==> src/rtl/bcd_pkg.sv <==
// bcd_pkg: shared BCD constants, counter state encoding and nibble validity check
package bcd_pkg;
  localparam int BCD_W = 4;
  localparam logic [BCD_W-1:0] BCD_MAX = 4'd9;
  typedef enum logic [1:0] {IDLE = 2'd0, RUN = 2'd1, DONE = 2'd2} state_t;
  function automatic logic bcd_valid(input logic [BCD_W-1:0] d);
    return d <= BCD_MAX;
  endfunction
endpackage

==> src/rtl/bcd_digit_dec.sv <==
// bcd_digit_dec: one BCD digit of a borrow-chained decrementer
module bcd_digit_dec
  import bcd_pkg::*;
(
  input  logic [BCD_W-1:0] digit,
  input  logic             borrow_in,
  output logic [BCD_W-1:0] next_digit,
  output logic             borrow_out
);
  assign borrow_out = borrow_in && digit == '0;
  assign next_digit = !borrow_in ? digit : digit == '0 ? BCD_MAX : digit - 4'd1;
endmodule

==> src/rtl/bcd_down_counter.sv <==
// bcd_down_counter: loadable multi-digit BCD countdown timer with terminal-count pulse
// Optional BCD_DOWN_AUTO_RELOAD_EN: restart from the last preset after reaching zero.
module bcd_down_counter
  import bcd_pkg::*;
#(
  parameter int DIGITS = 4
) (
  input  logic                    clock,
  input  logic                    clear_n,
  input  logic                    load,
  input  logic [BCD_W*DIGITS-1:0] load_value,
  input  logic                    enable,
  output logic [BCD_W*DIGITS-1:0] count,
  output logic                    zero,
  output logic                    tc_pulse,
  output logic                    busy,
  output logic                    load_err
);
  localparam int W = BCD_W * DIGITS;
  state_t state, state_d;
  logic [W-1:0] count_d, dec;
  logic [DIGITS:0] borrow;
  logic [DIGITS-1:0] nib_ok;
  logic ld_ok, tc_d, err_d;
`ifdef BCD_DOWN_AUTO_RELOAD_EN
  logic [W-1:0] reload_reg, reload_d;
`endif
  assign borrow[0] = 1'b1;
  for (genvar i = 0; i < DIGITS; i++) begin : g_dig
    bcd_digit_dec u_dec (
      .digit     (count[i*BCD_W +: BCD_W]),
      .borrow_in (borrow[i]),
      .next_digit(dec[i*BCD_W +: BCD_W]),
      .borrow_out(borrow[i+1])
    );
    assign nib_ok[i] = bcd_valid(load_value[i*BCD_W +: BCD_W]);
  end
  // A borrow rippling out of the top digit means every digit is zero.
  assign zero  = borrow[DIGITS];
  assign ld_ok = &nib_ok;
  assign busy  = state == RUN;
  always_comb begin
    state_d = state;
    count_d = count;
    tc_d    = 1'b0;
    err_d   = 1'b0;
`ifdef BCD_DOWN_AUTO_RELOAD_EN
    reload_d = reload_reg;
`endif
    if (load) begin
      if (ld_ok) begin
        count_d = load_value;
        state_d = load_value == '0 ? DONE : RUN;
`ifdef BCD_DOWN_AUTO_RELOAD_EN
        reload_d = load_value;
`endif
      end else begin
        err_d = 1'b1;
      end
    end else if (state == RUN && enable) begin
      tc_d = count == W'(1);
`ifdef BCD_DOWN_AUTO_RELOAD_EN
      count_d = zero ? reload_reg : dec;
`else
      count_d = dec;
      state_d = tc_d ? DONE : RUN;
`endif
    end
  end
  always_ff @(posedge clock or negedge clear_n) begin
    if (!clear_n) begin
      state    <= IDLE;
      count    <= '0;
      tc_pulse <= 1'b0;
      load_err <= 1'b0;
`ifdef BCD_DOWN_AUTO_RELOAD_EN
      reload_reg <= '0;
`endif
    end else begin
      state    <= state_d;
      count    <= count_d;
      tc_pulse <= tc_d;
      load_err <= err_d;
`ifdef BCD_DOWN_AUTO_RELOAD_EN
      reload_reg <= reload_d;
`endif
    end
  end
endmodule

==> config.mk <==
export PLATFORM = sky130hd
export DESIGN_NAME = bcd_down_counter
export DESIGN_NICKNAME = d
export VERILOG_FILES = /design/src/rtl/bcd_pkg.sv /design/src/rtl/bcd_digit_dec.sv /design/src/rtl/bcd_down_counter.sv
export SDC_FILE = /design/constraint.sdc
export NUM_CORES = 1
export LEC_CHECK = 0
export CAP_MARGIN = 40
export CORE_MARGIN = 4
export CORE_UTILIZATION = 47
export DETAILED_ROUTE_END_ITERATION = 10
export PLACE_DENSITY = 0.79
export RECOVER_POWER = 100
export REMOVE_ABC_BUFFERS = 1
export SYNTH_ARGS = -nofsm -noshare
export SYNTH_HDL_FRONTEND = slang
export SYNTH_SLANG_ARGS = --single-unit
==> constraint.sdc <==
create_clock -name clock -period 2.1 [get_ports clock]
set_clock_uncertainty 0.2 [all_clocks]
set_input_delay 0.315 -clock clock [delete_from_list [all_inputs] [get_ports clock]]
set_output_delay 0.315 -clock clock [all_outputs]
set_load 0.05 [all_outputs]
==> out/metrics.csv <==
metric,value,unit
grt_overflow,0,
syn_to_final_growth,47.03,%
drt_wl_total,4.415,mm
maxSlewHeadroom,27.79,%
peakVddDrop,0.8377,mV
reg2reg_to,count[13],
syn_inst,146,
design.core.area,0.002758,mm²
route.detailed.drc,0,
layout_min_cycle_time,2.128,ns
postRouteAntennaNets,0,
worstReg2RegStart,state[0],
synth_seq_cells,20,
io_buffers,39,
row_count,19,
outcome,"complete, but fails checks",
vias_per_cell,6.214,
min_to,state[1],
synth.distinct_cells,45,
cts_inserted_buffers,3,
drive_gt1_share,29.41,%
synthXorXnorAreaFrac,0,%
fmax,0.4700,GHz
finalHoldViolCount,0,
rsz0062_at_grt,yes,
gp_congestion,0.8817,
cp-end-kind,register,
ys.warnings.count,0,
dp_hpwl,3.363,mm
start_kind,input port,
path_max_fanout,5,
maxSlewViolCount,0,
setup_violations,4,
htree_levels,1,
cts_buffer_depth,2,
crit_required,2.08,ns
min_from,state[1],
grt_pass1_vias,1483,
tritoncts,done,
cts.clk_slew.worst_paths,0.10,ns
tightestPinTransition,1.083,ns
grt.total_usage,24.03,%
clockRootBuffer,clkbuf_4,
ff2ff_setup_slack,-0.01,ns
synthArstFlopShare,100.0,%
fp.dieArea,0.003837,mm²
synth_top_area_cell,dfrtp_1,
setup_ws,-0.02779,ns
first_pass_iters,5,
hold_depth,1,
crit_type,in2reg,
hold_ws,0.4019,ns
cap_violations,0,
synth_top_area_share,36.60,%
power.leakage,0.8373,nW
synth-simple-area-share,27.36,%
place_ws,-0.2143,ns
power,2.006,mW
muxShareOfSynthArea,6.953,%
nets,243,
first_iter_violations,91,
worstSetupStartpoint,load,
start_util,49.59,%
violations,negative setup slack,
syn_area_per_cell,9.367,µm²
synth_top_family_by_area,simple AND/OR/NAND/NOR gates,
arrival,2.11,ns
synth_seq_area_share,36.60,%
grt_max_degree,21,
grt_pass1_wl,6.803,mm
synth_area_leaders,"dfrtp_1, nor4_4, a21oi_1, mux2i_1, o21ai_0",
diodes,0,
antenna_found_initial,0,
wl_per_cell,17.52,µm
power_density,997.4,mW/mm²
synthFlopType,dfrtp_1,
syn_area,0.001368,mm²
synth_adder_area_share,0,%
via_count,1566,
rr_worst_depth,5,
clock-sinks,20,
synth_edf_count,0,
die_width,61.94,µm
min_path_type,reg2reg,
die_h,61.94,µm
ioPinCount,40,
clock_latency,0.30,ns
synth_compound_area_share,24.06,%
final.period_utilization,101.3,%
[logic make-up after synthesis]
kind of cell | Yosys count
multiplexers | 9
buffers and inverters | 14
AO/OA/AOI/OAI | 46
flip-flops | 20
AND/OR/NAND/NOR | 57
[Yosys cell counts, types with 2 or more instances]
library cell,number
a211oi_1,3
a211oi_2,2
a21oi_1,10
a221o_1,2
buf_4,2
clkbuf_1,2
dfrtp_1,20
inv_1,8
mux2_1,2
mux2_2,2
mux2i_1,5
nand2_1,8
nand3_1,6
nand4_1,4
nor2_1,11
nor3_1,8
nor4_1,4
nor4_4,3
nor4b_1,2
o211ai_1,4
o21ai_0,10
o221ai_1,4
or3_1,2
[cell type report]
cell class,instances,area (µm²)
multi-input cells,112,814.5
fillers,218,747.0
repair buffers,78,595.6
flip-flops and latches,20,509.2
well taps,31,38.79
inverters,8,30.03
clock buffers,3,22.52
[state kept, by name, indices dropped and copies added, names as in the netlist]
signal and flops:
tc_pulse 1, count 16, load_err 1, state 2
[worst max path at each step]
stage	end	cells after the start
finish	count[13]	6
detailed placement	count[6]	5
global placement	count[6]	5
global route	zero	3
floorplan	count[13]	4
CTS	zero	4
[critical path: stages]
cell             delay, ns
clkdlybuf4s50_1       0.45
nor4bb_1              0.41
buf_4                 0.22
nand4_1               0.22
o21ai_2               0.16
mux2_1                0.34
[power by group]
part	internal, mW	switching (mW)
Sequential	0.501	0.183
Combinational	0.390	0.752
Clock	0.0669	0.113
Total	0.958	1.05
[per-layer routing]
| metal | GRT usage, % | vias to the layer above | part of all wire, % |
|---|---|---|---|
| met5 | 0 | - | 0 |
| li1 | - | 725 | - |
| met3 | 6.612 | 16 | 7.6 |
| met4 | 5.455 | 0 | 2.5 |
| met1 | 29.86 | 750 | 39 |
| met2 | 41.27 | 75 | 51 |
[repair_timing]
| action | CTS | global route |
|---|---|---|
| setup buffers | 5 | 0 |
| setup endpoints to repair | 1 | 3 |
| endpoints found under the hold margin | 0 | 0 |
| pin swaps | 3 | 2 |
| hold buffers | 0 | 0 |
| resized for setup | 10 | 5 |
[placed cells by master, fill, tap and decap left out, types with 2 or more instances in the layout]
| cell type | synthesis | final |
|---|---|---|
| buf_4 | 2 | 37 |
| clkdlybuf4s50_1 | 0 | 18 |
| clkbuf_1 | 2 | 15 |
| dfrtp_1 | 20 | 13 |
| o21ai_0 | 10 | 10 |
| nor2_1 | 11 | 10 |
| a21oi_1 | 10 | 10 |
| inv_1 | 8 | 8 |
| nand2_1 | 8 | 8 |
| nor3_1 | 8 | 8 |
| dfrtp_2 | 0 | 7 |
| clkbuf_4 | 0 | 6 |
| nand4_1 | 4 | 5 |
| mux2i_1 | 5 | 5 |
| nand3_1 | 6 | 5 |
| nor4_4 | 3 | 4 |
| o221ai_1 | 4 | 4 |
| o211ai_1 | 4 | 4 |
| a211oi_1 | 3 | 3 |
| nor4_1 | 4 | 3 |
| dlygate4sd3_1 | 0 | 3 |
| nand3_2 | 1 | 2 |
| nor4b_1 | 2 | 2 |
| or3_1 | 2 | 2 |
| mux2_2 | 2 | 2 |
| a221o_1 | 2 | 2 |
| mux2_1 | 2 | 2 |
| a211oi_2 | 2 | 2 |
[per-stage QoR]
step	cell area (µm²)	std cells	TNS (ns)	util (%)
after floorplan	1329	140	-3.967	-
after global placement	1983	244	-0.8619	71.91
after detailed placement	1983	244	-1.921	71.91
after CTS	2069	252	-0.02314	75.05
after global routing	2011	252	-0.1228	72.91
final	2011	252	-0.06532	72.91
(Power assumes the default switching activity.)
